[config.mk]
export PLATFORM = sky130hd
export DESIGN_NAME = gate_bist_ctrl
export DESIGN_NICKNAME = d
export VERILOG_FILES = /design/src/rtl/gate_bist_ctrl.sv
export SDC_FILE = /design/constraint.sdc
export NUM_CORES = 1
export LEC_CHECK = 0
export ABC_AREA = 0
export CORE_ASPECT_RATIO = 0.6
export CORE_MARGIN = 2
export CORE_UTILIZATION = 44
export DETAILED_ROUTE_END_ITERATION = 16
export PLACE_DENSITY = 0.74
export SYNTH_ARGS = -nofsm -noshare
export SYNTH_HDL_FRONTEND = slang
export SYNTH_SLANG_ARGS = --single-unit
export TNS_END_PERCENT = 5
[constraint.sdc]
create_clock -name clk -period 2 [get_ports clk]
set_clock_uncertainty 0.15 [all_clocks]
set_input_delay 0.4 -clock clk [delete_from_list [all_inputs] [get_ports clk]]
set_output_delay 0.4 -clock clk [all_outputs]
set_load 0.02 [all_outputs]
[src/rtl/gate_bist_ctrl.sv]
// gate_bist_ctrl: BIST sweep controller for the 2-input logic_gates block; err_cnt port enabled by GATE_BIST_ERR_CNT_EN
module gate_bist_ctrl #(
   parameter int PASSES = 1,
   parameter int SETTLE = 1,
   parameter int CNT_W  = 8
) (
   input  logic             clk,
   input  logic             rst_n,
   input  logic             start,
   output logic             a,
   output logic             b,
   input  logic [6:0]       gate_in,
   output logic             busy,
   output logic             done,
   output logic             pass,
   output logic [6:0]       fail_mask,
   output logic             first_fail_valid,
`ifdef GATE_BIST_ERR_CNT_EN
   output logic [CNT_W-1:0] err_cnt,
`endif
   output logic [1:0]       first_fail_vec
);
   localparam int SW = SETTLE > 1 ? $clog2(SETTLE) : 1;
   localparam int PW = PASSES > 1 ? $clog2(PASSES) : 1;

   if (PASSES < 1) begin : g_bad_passes
      $error("gate_bist_ctrl: PASSES must be >= 1");
   end

   typedef enum logic [2:0] {S_IDLE, S_DRIVE, S_SETTLE, S_SAMPLE, S_DONE} state_t;

   state_t          state_q, state_d;
   logic [1:0]      vec_q, vec_d;
   logic [PW-1:0]   pass_cnt_q, pass_cnt_d;
   logic [SW-1:0]   set_cnt_q, set_cnt_d;
   logic            a_q, a_d, b_q, b_d;
   logic            busy_q, busy_d, done_q, done_d, pass_q, pass_d;
   logic [6:0]      fail_mask_q, fail_mask_d;
   logic            ffv_q, ffv_d;
   logic [1:0]      ffvec_q, ffvec_d;
   logic [6:0]      golden, mism;
`ifdef GATE_BIST_ERR_CNT_EN
   logic [CNT_W-1:0] err_cnt_q, err_cnt_d;
`endif

   // next-state and registered-output logic for the sweep FSM
   always_comb begin
      golden      = {~(a_q ^ b_q), a_q ^ b_q, ~(a_q | b_q), ~(a_q & b_q), ~a_q, a_q | b_q, a_q & b_q};
      mism        = gate_in ^ golden;
      state_d     = state_q;
      vec_d       = vec_q;
      pass_cnt_d  = pass_cnt_q;
      set_cnt_d   = set_cnt_q;
      a_d         = a_q;
      b_d         = b_q;
      busy_d      = busy_q;
      done_d      = 1'b0;
      pass_d      = pass_q;
      fail_mask_d = fail_mask_q;
      ffv_d       = ffv_q;
      ffvec_d     = ffvec_q;
`ifdef GATE_BIST_ERR_CNT_EN
      err_cnt_d   = err_cnt_q;
`endif
      case (state_q)
         S_IDLE: if (start) begin
            state_d     = S_DRIVE;
            busy_d      = 1'b1;
            pass_d      = 1'b0;
            fail_mask_d = '0;
            ffv_d       = 1'b0;
            ffvec_d     = '0;
            vec_d       = '0;
            pass_cnt_d  = '0;
`ifdef GATE_BIST_ERR_CNT_EN
            err_cnt_d   = '0;
`endif
         end
         S_DRIVE: begin
            a_d       = vec_q[1];
            b_d       = vec_q[0];
            set_cnt_d = '0;
            state_d   = SETTLE > 0 ? S_SETTLE : S_SAMPLE;
         end
         S_SETTLE: begin
            set_cnt_d = set_cnt_q + 1'b1;
            state_d   = set_cnt_q == SW'(SETTLE - 1) ? S_SAMPLE : S_SETTLE;
         end
         S_SAMPLE: begin
            fail_mask_d = fail_mask_q | mism;
            if (|mism && !ffv_q) begin
               ffv_d   = 1'b1;
               ffvec_d = vec_q;
            end
`ifdef GATE_BIST_ERR_CNT_EN
            err_cnt_d = (|mism && !(&err_cnt_q)) ? err_cnt_q + 1'b1 : err_cnt_q;
`endif
            if (vec_q == 2'd3 && pass_cnt_q == PW'(PASSES - 1)) begin
               state_d = S_DONE;
               done_d  = 1'b1;
               pass_d  = fail_mask_d == '0;
            end else begin
               state_d    = S_DRIVE;
               vec_d      = vec_q + 2'd1;
               pass_cnt_d = vec_q == 2'd3 ? pass_cnt_q + 1'b1 : pass_cnt_q;
            end
         end
         S_DONE: begin
            state_d = S_IDLE;
            busy_d  = 1'b0;
         end
         default: state_d = S_IDLE;
      endcase
   end

   // state and output registers, cleared asynchronously
   always_ff @(posedge clk or negedge rst_n) begin
      if (!rst_n) begin
         state_q     <= S_IDLE;
         vec_q       <= '0;
         pass_cnt_q  <= '0;
         set_cnt_q   <= '0;
         a_q         <= 1'b0;
         b_q         <= 1'b0;
         busy_q      <= 1'b0;
         done_q      <= 1'b0;
         pass_q      <= 1'b0;
         fail_mask_q <= '0;
         ffv_q       <= 1'b0;
         ffvec_q     <= '0;
`ifdef GATE_BIST_ERR_CNT_EN
         err_cnt_q   <= '0;
`endif
      end else begin
         state_q     <= state_d;
         vec_q       <= vec_d;
         pass_cnt_q  <= pass_cnt_d;
         set_cnt_q   <= set_cnt_d;
         a_q         <= a_d;
         b_q         <= b_d;
         busy_q      <= busy_d;
         done_q      <= done_d;
         pass_q      <= pass_d;
         fail_mask_q <= fail_mask_d;
         ffv_q       <= ffv_d;
         ffvec_q     <= ffvec_d;
`ifdef GATE_BIST_ERR_CNT_EN
         err_cnt_q   <= err_cnt_d;
`endif
      end
   end

   assign a                = a_q;
   assign b                = b_q;
   assign busy             = busy_q;
   assign done             = done_q;
   assign pass             = pass_q;
   assign fail_mask        = fail_mask_q;
   assign first_fail_valid = ffv_q;
   assign first_fail_vec   = ffvec_q;
`ifdef GATE_BIST_ERR_CNT_EN
   assign err_cnt          = err_cnt_q;
`endif
endmodule
Word level (Yosys, flattened, before mapping)
Cells that the tools add are included.
- input bits: 10
- logic and storage cells: 74
- flip-flop bits (word level): 22
- reduce and logical (&&, ||, !) cells: 15
- $add $sub $neg: 3
- muxes and demuxes: 24
- bitwise gates (word level): 10
- equality and inequality tests: 10
- operators with widths (operator ; count):
    $pmux 7 s2 ; 1
    $pmux 3 s4 ; 1
    $ne 2x2->1 const B ; 5
    $pmux 1 s2 ; 5
    $mux 1 ; 9
    $reduce_and 3->1 ; 3
    $pmux 2 s2 ; 2
    $logic_not 7->1 ; 1
    $mux 7 ; 1
    $or 7x7->7 ; 1
    $reduce_or 7->1 ; 1
    $xor 7x7->7 ; 1
    $eq 3x2->1 const B ; 2
    $mux 2 ; 3
    $mux 3 ; 2
    $reduce_bool 2->1 ; 3
    $not 1->1 ; 5
    $reduce_and 2->1 ; 2
    $reduce_and 4->1 ; 1
    $eq 3x1->1 const B ; 1
    $eq 3x3->1 const B ; 1
    $logic_not 3->1 ; 1
    $add 1x1->1 const B ; 2
    $add 2x1->2 const B ; 1
    other kinds (6) ; 7

Logic depth before layout (Yosys ltp)
- depth in word-level cells: 7
- mapped depth: 6
- gate-level depth less buffers: 6

Worst setup path before layout
No wires, ideal clock.
- path type: reg-to-reg
- from: reg a_q, in the netlist a
- to: reg ffvec_q[0], in the netlist first_fail_vec[0]
- stages on the path, launching flop included: 7
- data arrival time: 1860 ps
- library setup time: 127 ps
- data required time: 1723 ps
- setup slack: -137 ps
- clock period less this slack: 2137 ps
- buffers on the path: 0
- cell sequence: dfrtp_1 inv_1 ha_1 or3b_1 a21oi_1 a311o_2 mux2_1
- word-level cells in the longest chain between the ends: 7
- RTL lines (what ; line ; source):
    start, declared ; 36 ; logic a_q, a_d, b_q, b_d;
    start signal, assigned ; 123 ; a_q <= 1'b0;
    start signal, assigned ; 139 ; a_q <= a_d;
    $and 1x1->1 (tied with other cells) ; 48 ; golden = {~(a_q ^ b_q), a_q ^ b_q, ~(a_q | b_q), ~(a_q & b_q), ~a_q, a_q | b_q, a_q & b_q};
    $not 1->1 ; 48 ;
    $xor 7x7->7 (*) ; 49 ; mism = gate_in ^ golden;
    $reduce_or 7->1 (*) ; 91 ; if (|mism && !ffv_q) begin
    $logic_and 1x1->1 (*) ; 91 ;
    $ne 2x2->1 (no source line) (*) ; -- ;
    $reduce_and 3->1 (no source line) (*) ; -- ;
    end signal, assigned ; 146 ; ffvec_q <= ffvec_d;
    end, declared ; 40 ; logic [1:0] ffvec_q, ffvec_d;
Mark *: on every way between the ends. The rest lies on a longest branch, timed or not.
A chain may end at the register's enable or synchronous reset.

Worst setup path in the final report
- from: in gate_in[4]
- to: reg ffvec_q[1], in the netlist first_fail_vec[1]
- word-level cells in the longest chain between the ends: 5
- RTL lines (what ; line ; source):
    start, declared ; 12 ; input logic [6:0] gate_in,
    $xor 7x7->7 ; 49 ;
    $reduce_or 7->1 ; 91 ;
    $logic_and 1x1->1 ; 91 ;
    $ne 2x2->1 (no source line) ; -- ;
    $reduce_and 3->1 (no source line) ; -- ;
Every way passes these cells.

==> results.json <==
{
  "status": "finished clean",
  "place_hpwl_um": 1958,
  "synth_area_leaders": "sky130_fd_sc_hd__dfrtp_1, sky130_fd_sc_hd__nor2_1, sky130_fd_sc_hd__xnor2_1",
  "most_frequent_cells_after_synthesis": "sky130_fd_sc_hd__dfrtp_1, sky130_fd_sc_hd__nor2_1, sky130_fd_sc_hd__inv_1",
  "num-fill-cells": 184,
  "die_height_um": 43.32,
  "gr-usage-all-layers_pct": 19.05,
  "synthesis.instances": 112,
  "post_place_worst_slack_ps": -251.4,
  "placeableCoreArea_sq_mm": 0.002470,
  "yosys_warnings": 0,
  "worst-setup-path-type": "in2reg",
  "synth_top_cell_area_share_pct": 48.57,
  "cp_data_required_time_ps": 2010,
  "setup_repair_after_global_routing_missed_its_margin": "no",
  "routed_wl_um": 2615,
  "route.detailed.wl_per_inst_um": 14.21,
  "cap_viol_max_count": 0,
  "cp_num_buf_inv": 1,
  "cts.htree.levels": 1,
  "drive_gt1_share_pct": 21.71,
  "slowest_delay_ps": 460,
  "synth_most_common_cell": "sky130_fd_sc_hd__dfrtp_1",
  "synth.ff_latch_count": 22,
  "critPathSlowestCell": "sky130_fd_sc_hd__clkdlybuf4s50_1",
  "number_of_different_library_cells_in_the_post_synthesis_netlist": 33,
  "crit_path_end_kind": "register",
  "grt_pass1_vias": 898,
  "timing.hold.worst.class": "in2async",
  "critical_path_depth": 5,
  "hold_violations": 0,
  "cts_buffer_depth": 2,
  "ff2ff_path_depth": 6,
  "crit_fanout": 3,
  "critical_path.top_delay_family": "buffers and inverters",
  "via_count": 923,
  "remaining_antenna_violation_count": 0,
  "synth.cell_area_sq_mm": 0.001134,
  "placedInstanceArea_sq_mm": 0.001493,
  "cts-root-buf": "sky130_fd_sc_hd__clkbuf_8",
  "std_cell_rows": 14,
  "global_route_congestion_overflow_total": 0,
  "dieWidth_um": 69.53,
  "totalPowerFinal_uw": 2413,
  "synth_enable_flop_cells": 0,
  "max_slew.worst_pin.slew_ps": 549.2,
  "num-nets-final": 166,
  "path_cells": "clkdlybuf4s50_1, or3b_1, a21oi_2, a311o_2, mux2_4",
  "worst_slack_ps": 31.09,
  "final_slew_violations": 0,
  "post_synth.cell_area_avg_sq_um": 10.12,
  "syn_to_final_growth_pct": 38.74,
  "number_of_antenna_violations_at_the_first_check_in_global_routing": 0,
  "finish.utilization_pct": 63.68,
  "route.detailed.vias_per_inst": 5.016,
  "synth_ff_type": "sky130_fd_sc_hd__dfrtp_1",
  "setup_viol_count_final": 0,
  "number_of_buffers_created_by_cts": 3,
  "vdd_drop_max_mv": 0.7124,
  "dr.pass1.iters": 4,
  "finalWorstPathRequiredPeriod_ps": 1969,
  "max_freq_mhz": 507.9,
  "routabilityCongestion": 0.7866,
  "dr.first_iter.drc_count": 37,
  "setup_tns_ps": 0,
  "grt_pass1_wl_um": 4291,
  "tritoncts": "built",
  "start_kind": "input pin",
  "insertedDiodeCount": 0,
  "async_flop_share_pct": 100.0,
  "synth_top_area_cell": "sky130_fd_sc_hd__dfrtp_1",
  "grt_start_max_net_pins": 23,
  "final_area_sq_mm": 0.001573,
  "clock_sinks": 22,
  "clk_pin_slew_ps": 80,
  "drc_errors": 0,
  "ios": 25,
  "static_leakage_uw": 0.0007173,
  "timing.final.crit_share_pct": 98.45,
  "post_synth_net_total": 125,
  "power.density_cell_area_mw_per_mm2": 1534,
  "worst_ep_arrival_time_ps": 1980,
  "yosysSeqAreaShare_pct": 48.57,
  "slew_headroom_pct": 63.25,
  "fp.dieArea_sq_mm": 0.003011,
  "buffer_ports.inserted": 24,
  "effective_utilization_at_floorplan_pct": 45.90,
  "clock_insertion_delay_worst_skew_ps": 270
}
==> flip-flops by register name (all words and copies together), names as in the netlist, 2 cells and up <==
register	flops
fail_mask	7
state_q	3
first_fail_vec	2
vec_q	2
==> where the power goes <==
part           internal, uW  switching (uW)  total [uW]
Combinational           652             649        1300
Sequential              617             177         794
Clock                   176             143         319
==> placed cells by master, fill, tap and decap left out <==
| cell | netlist | layout |
|---|---|---|
| sky130_fd_sc_hd__nand4_1 | 1 | 1 |
| sky130_fd_sc_hd__a311o_2 | 1 | 1 |
| sky130_fd_sc_hd__o21ai_1 | 2 | 2 |
| sky130_fd_sc_hd__mux2i_1 | 4 | 4 |
| sky130_fd_sc_hd__clkbuf_8 | 0 | 4 |
| sky130_fd_sc_hd__nand4b_1 | 1 | 1 |
| sky130_fd_sc_hd__nor2_4 | 1 | 1 |
| sky130_fd_sc_hd__nor4_1 | 1 | 1 |
| sky130_fd_sc_hd__a21oi_1 | 8 | 7 |
| sky130_fd_sc_hd__clkdlybuf4s50_1 | 0 | 24 |
| sky130_fd_sc_hd__buf_4 | 1 | 16 |
| sky130_fd_sc_hd__mux2_4 | 0 | 2 |
| sky130_fd_sc_hd__a21oi_2 | 1 | 2 |
| sky130_fd_sc_hd__a21o_1 | 1 | 1 |
| sky130_fd_sc_hd__inv_2 | 0 | 1 |
| sky130_fd_sc_hd__or3b_1 | 1 | 1 |
| sky130_fd_sc_hd__nor3_1 | 1 | 1 |
| sky130_fd_sc_hd__xnor2_1 | 5 | 5 |
| sky130_fd_sc_hd__dfrtp_2 | 0 | 2 |
| sky130_fd_sc_hd__mux2_1 | 3 | 1 |
| sky130_fd_sc_hd__xor2_1 | 3 | 3 |
| sky130_fd_sc_hd__nor2b_1 | 3 | 3 |
| sky130_fd_sc_hd__nand2b_1 | 2 | 2 |
| sky130_fd_sc_hd__o22ai_1 | 2 | 2 |
| sky130_fd_sc_hd__or3b_4 | 1 | 1 |
| sky130_fd_sc_hd__nand3b_1 | 4 | 4 |
| sky130_fd_sc_hd__or4_1 | 1 | 1 |
| sky130_fd_sc_hd__nand2_1 | 5 | 5 |
| sky130_fd_sc_hd__ha_1 | 3 | 1 |
| sky130_fd_sc_hd__inv_1 | 9 | 8 |
| sky130_fd_sc_hd__o21ai_0 | 4 | 4 |
| sky130_fd_sc_hd__ha_2 | 0 | 2 |
| sky130_fd_sc_hd__nor2_2 | 1 | 1 |
| sky130_fd_sc_hd__nor2_1 | 15 | 15 |
| sky130_fd_sc_hd__dfrtp_1 | 22 | 20 |
| sky130_fd_sc_hd__nor3b_1 | 1 | 1 |
| sky130_fd_sc_hd__a22oi_1 | 1 | 1 |
==> cell type report <==
class                   instances  area, sq um  share of cell area (%)
inverters                       9        33.78                   2.148
multi-input cells              77        530.5                   33.73
flip-flops and latches         22        553.0                   35.16
repair buffers                 40        360.3                   22.91
well taps                      32        40.04                   2.546
clock buffers                   4        55.05                   3.500
==> final timing paths <==
kind                                      to  slack (ps)        from
max                        first_fail_vec[1]          30  gate_in[4]
min                               state_q[0]         320       rst_n
max reg2reg                first_fail_vec[1]          50           b
min reg2reg                       state_q[2]         340  pass_cnt_q
max in group asynchronous                  b        1150       rst_n
min in group clk                  state_q[2]         340  pass_cnt_q
==> stage by stage <==
stage          hold slack [ps]  instances
2_1_floorplan           -45.59        112
3_3_place_gp             322.2        178
3_5_place_dp             321.3        178
4_1_cts                  323.5        182
5_1_grt                  359.4        184
6_report                 317.6        184
==> cell families (layout without fill, tap and decap cells) <==
kind of cell / Yosys count / count (layout) / share of synthesized area (%)
simple gates: 39 / 39 / 18.99
compound gates: 20 / 20 / 10.38
mux: 7 / 7 / 6.512
buf+inv: 13 / 53 / 6.070
fa+ha+maj: 3 / 3 / 3.312
xor+xnor: 8 / 8 / 6.181
flops: 22 / 22 / 48.57
==> routing by layer <==
layer	part of all wire [%]	global-route usage (%)	routed length, um
met1	50	27.25	1318
met2	44	28.08	1155
met3	5.0	4.751	130
met4	0.38	7.451	10
met5	0	0	0
==> worst register-to-register path, cell delays in order, from the launching register on <==
cell                       delay, ps
sky130_fd_sc_hd__dfrtp_2         430
sky130_fd_sc_hd__inv_2            80
sky130_fd_sc_hd__ha_2            300
sky130_fd_sc_hd__nand3b_1         90
sky130_fd_sc_hd__o21ai_0          90
sky130_fd_sc_hd__a311o_2         410
sky130_fd_sc_hd__mux2_4          310
==> timing repair <==
item / 4_1_cts / 5_1_grt
gates resized for setup: 0 / 4
endpoints found under the setup margin: 0 / 2
setup buffers: 0 / 2
hold buffers: 0 / 0
No activity file was read; power rests on OpenSTA's default activity.
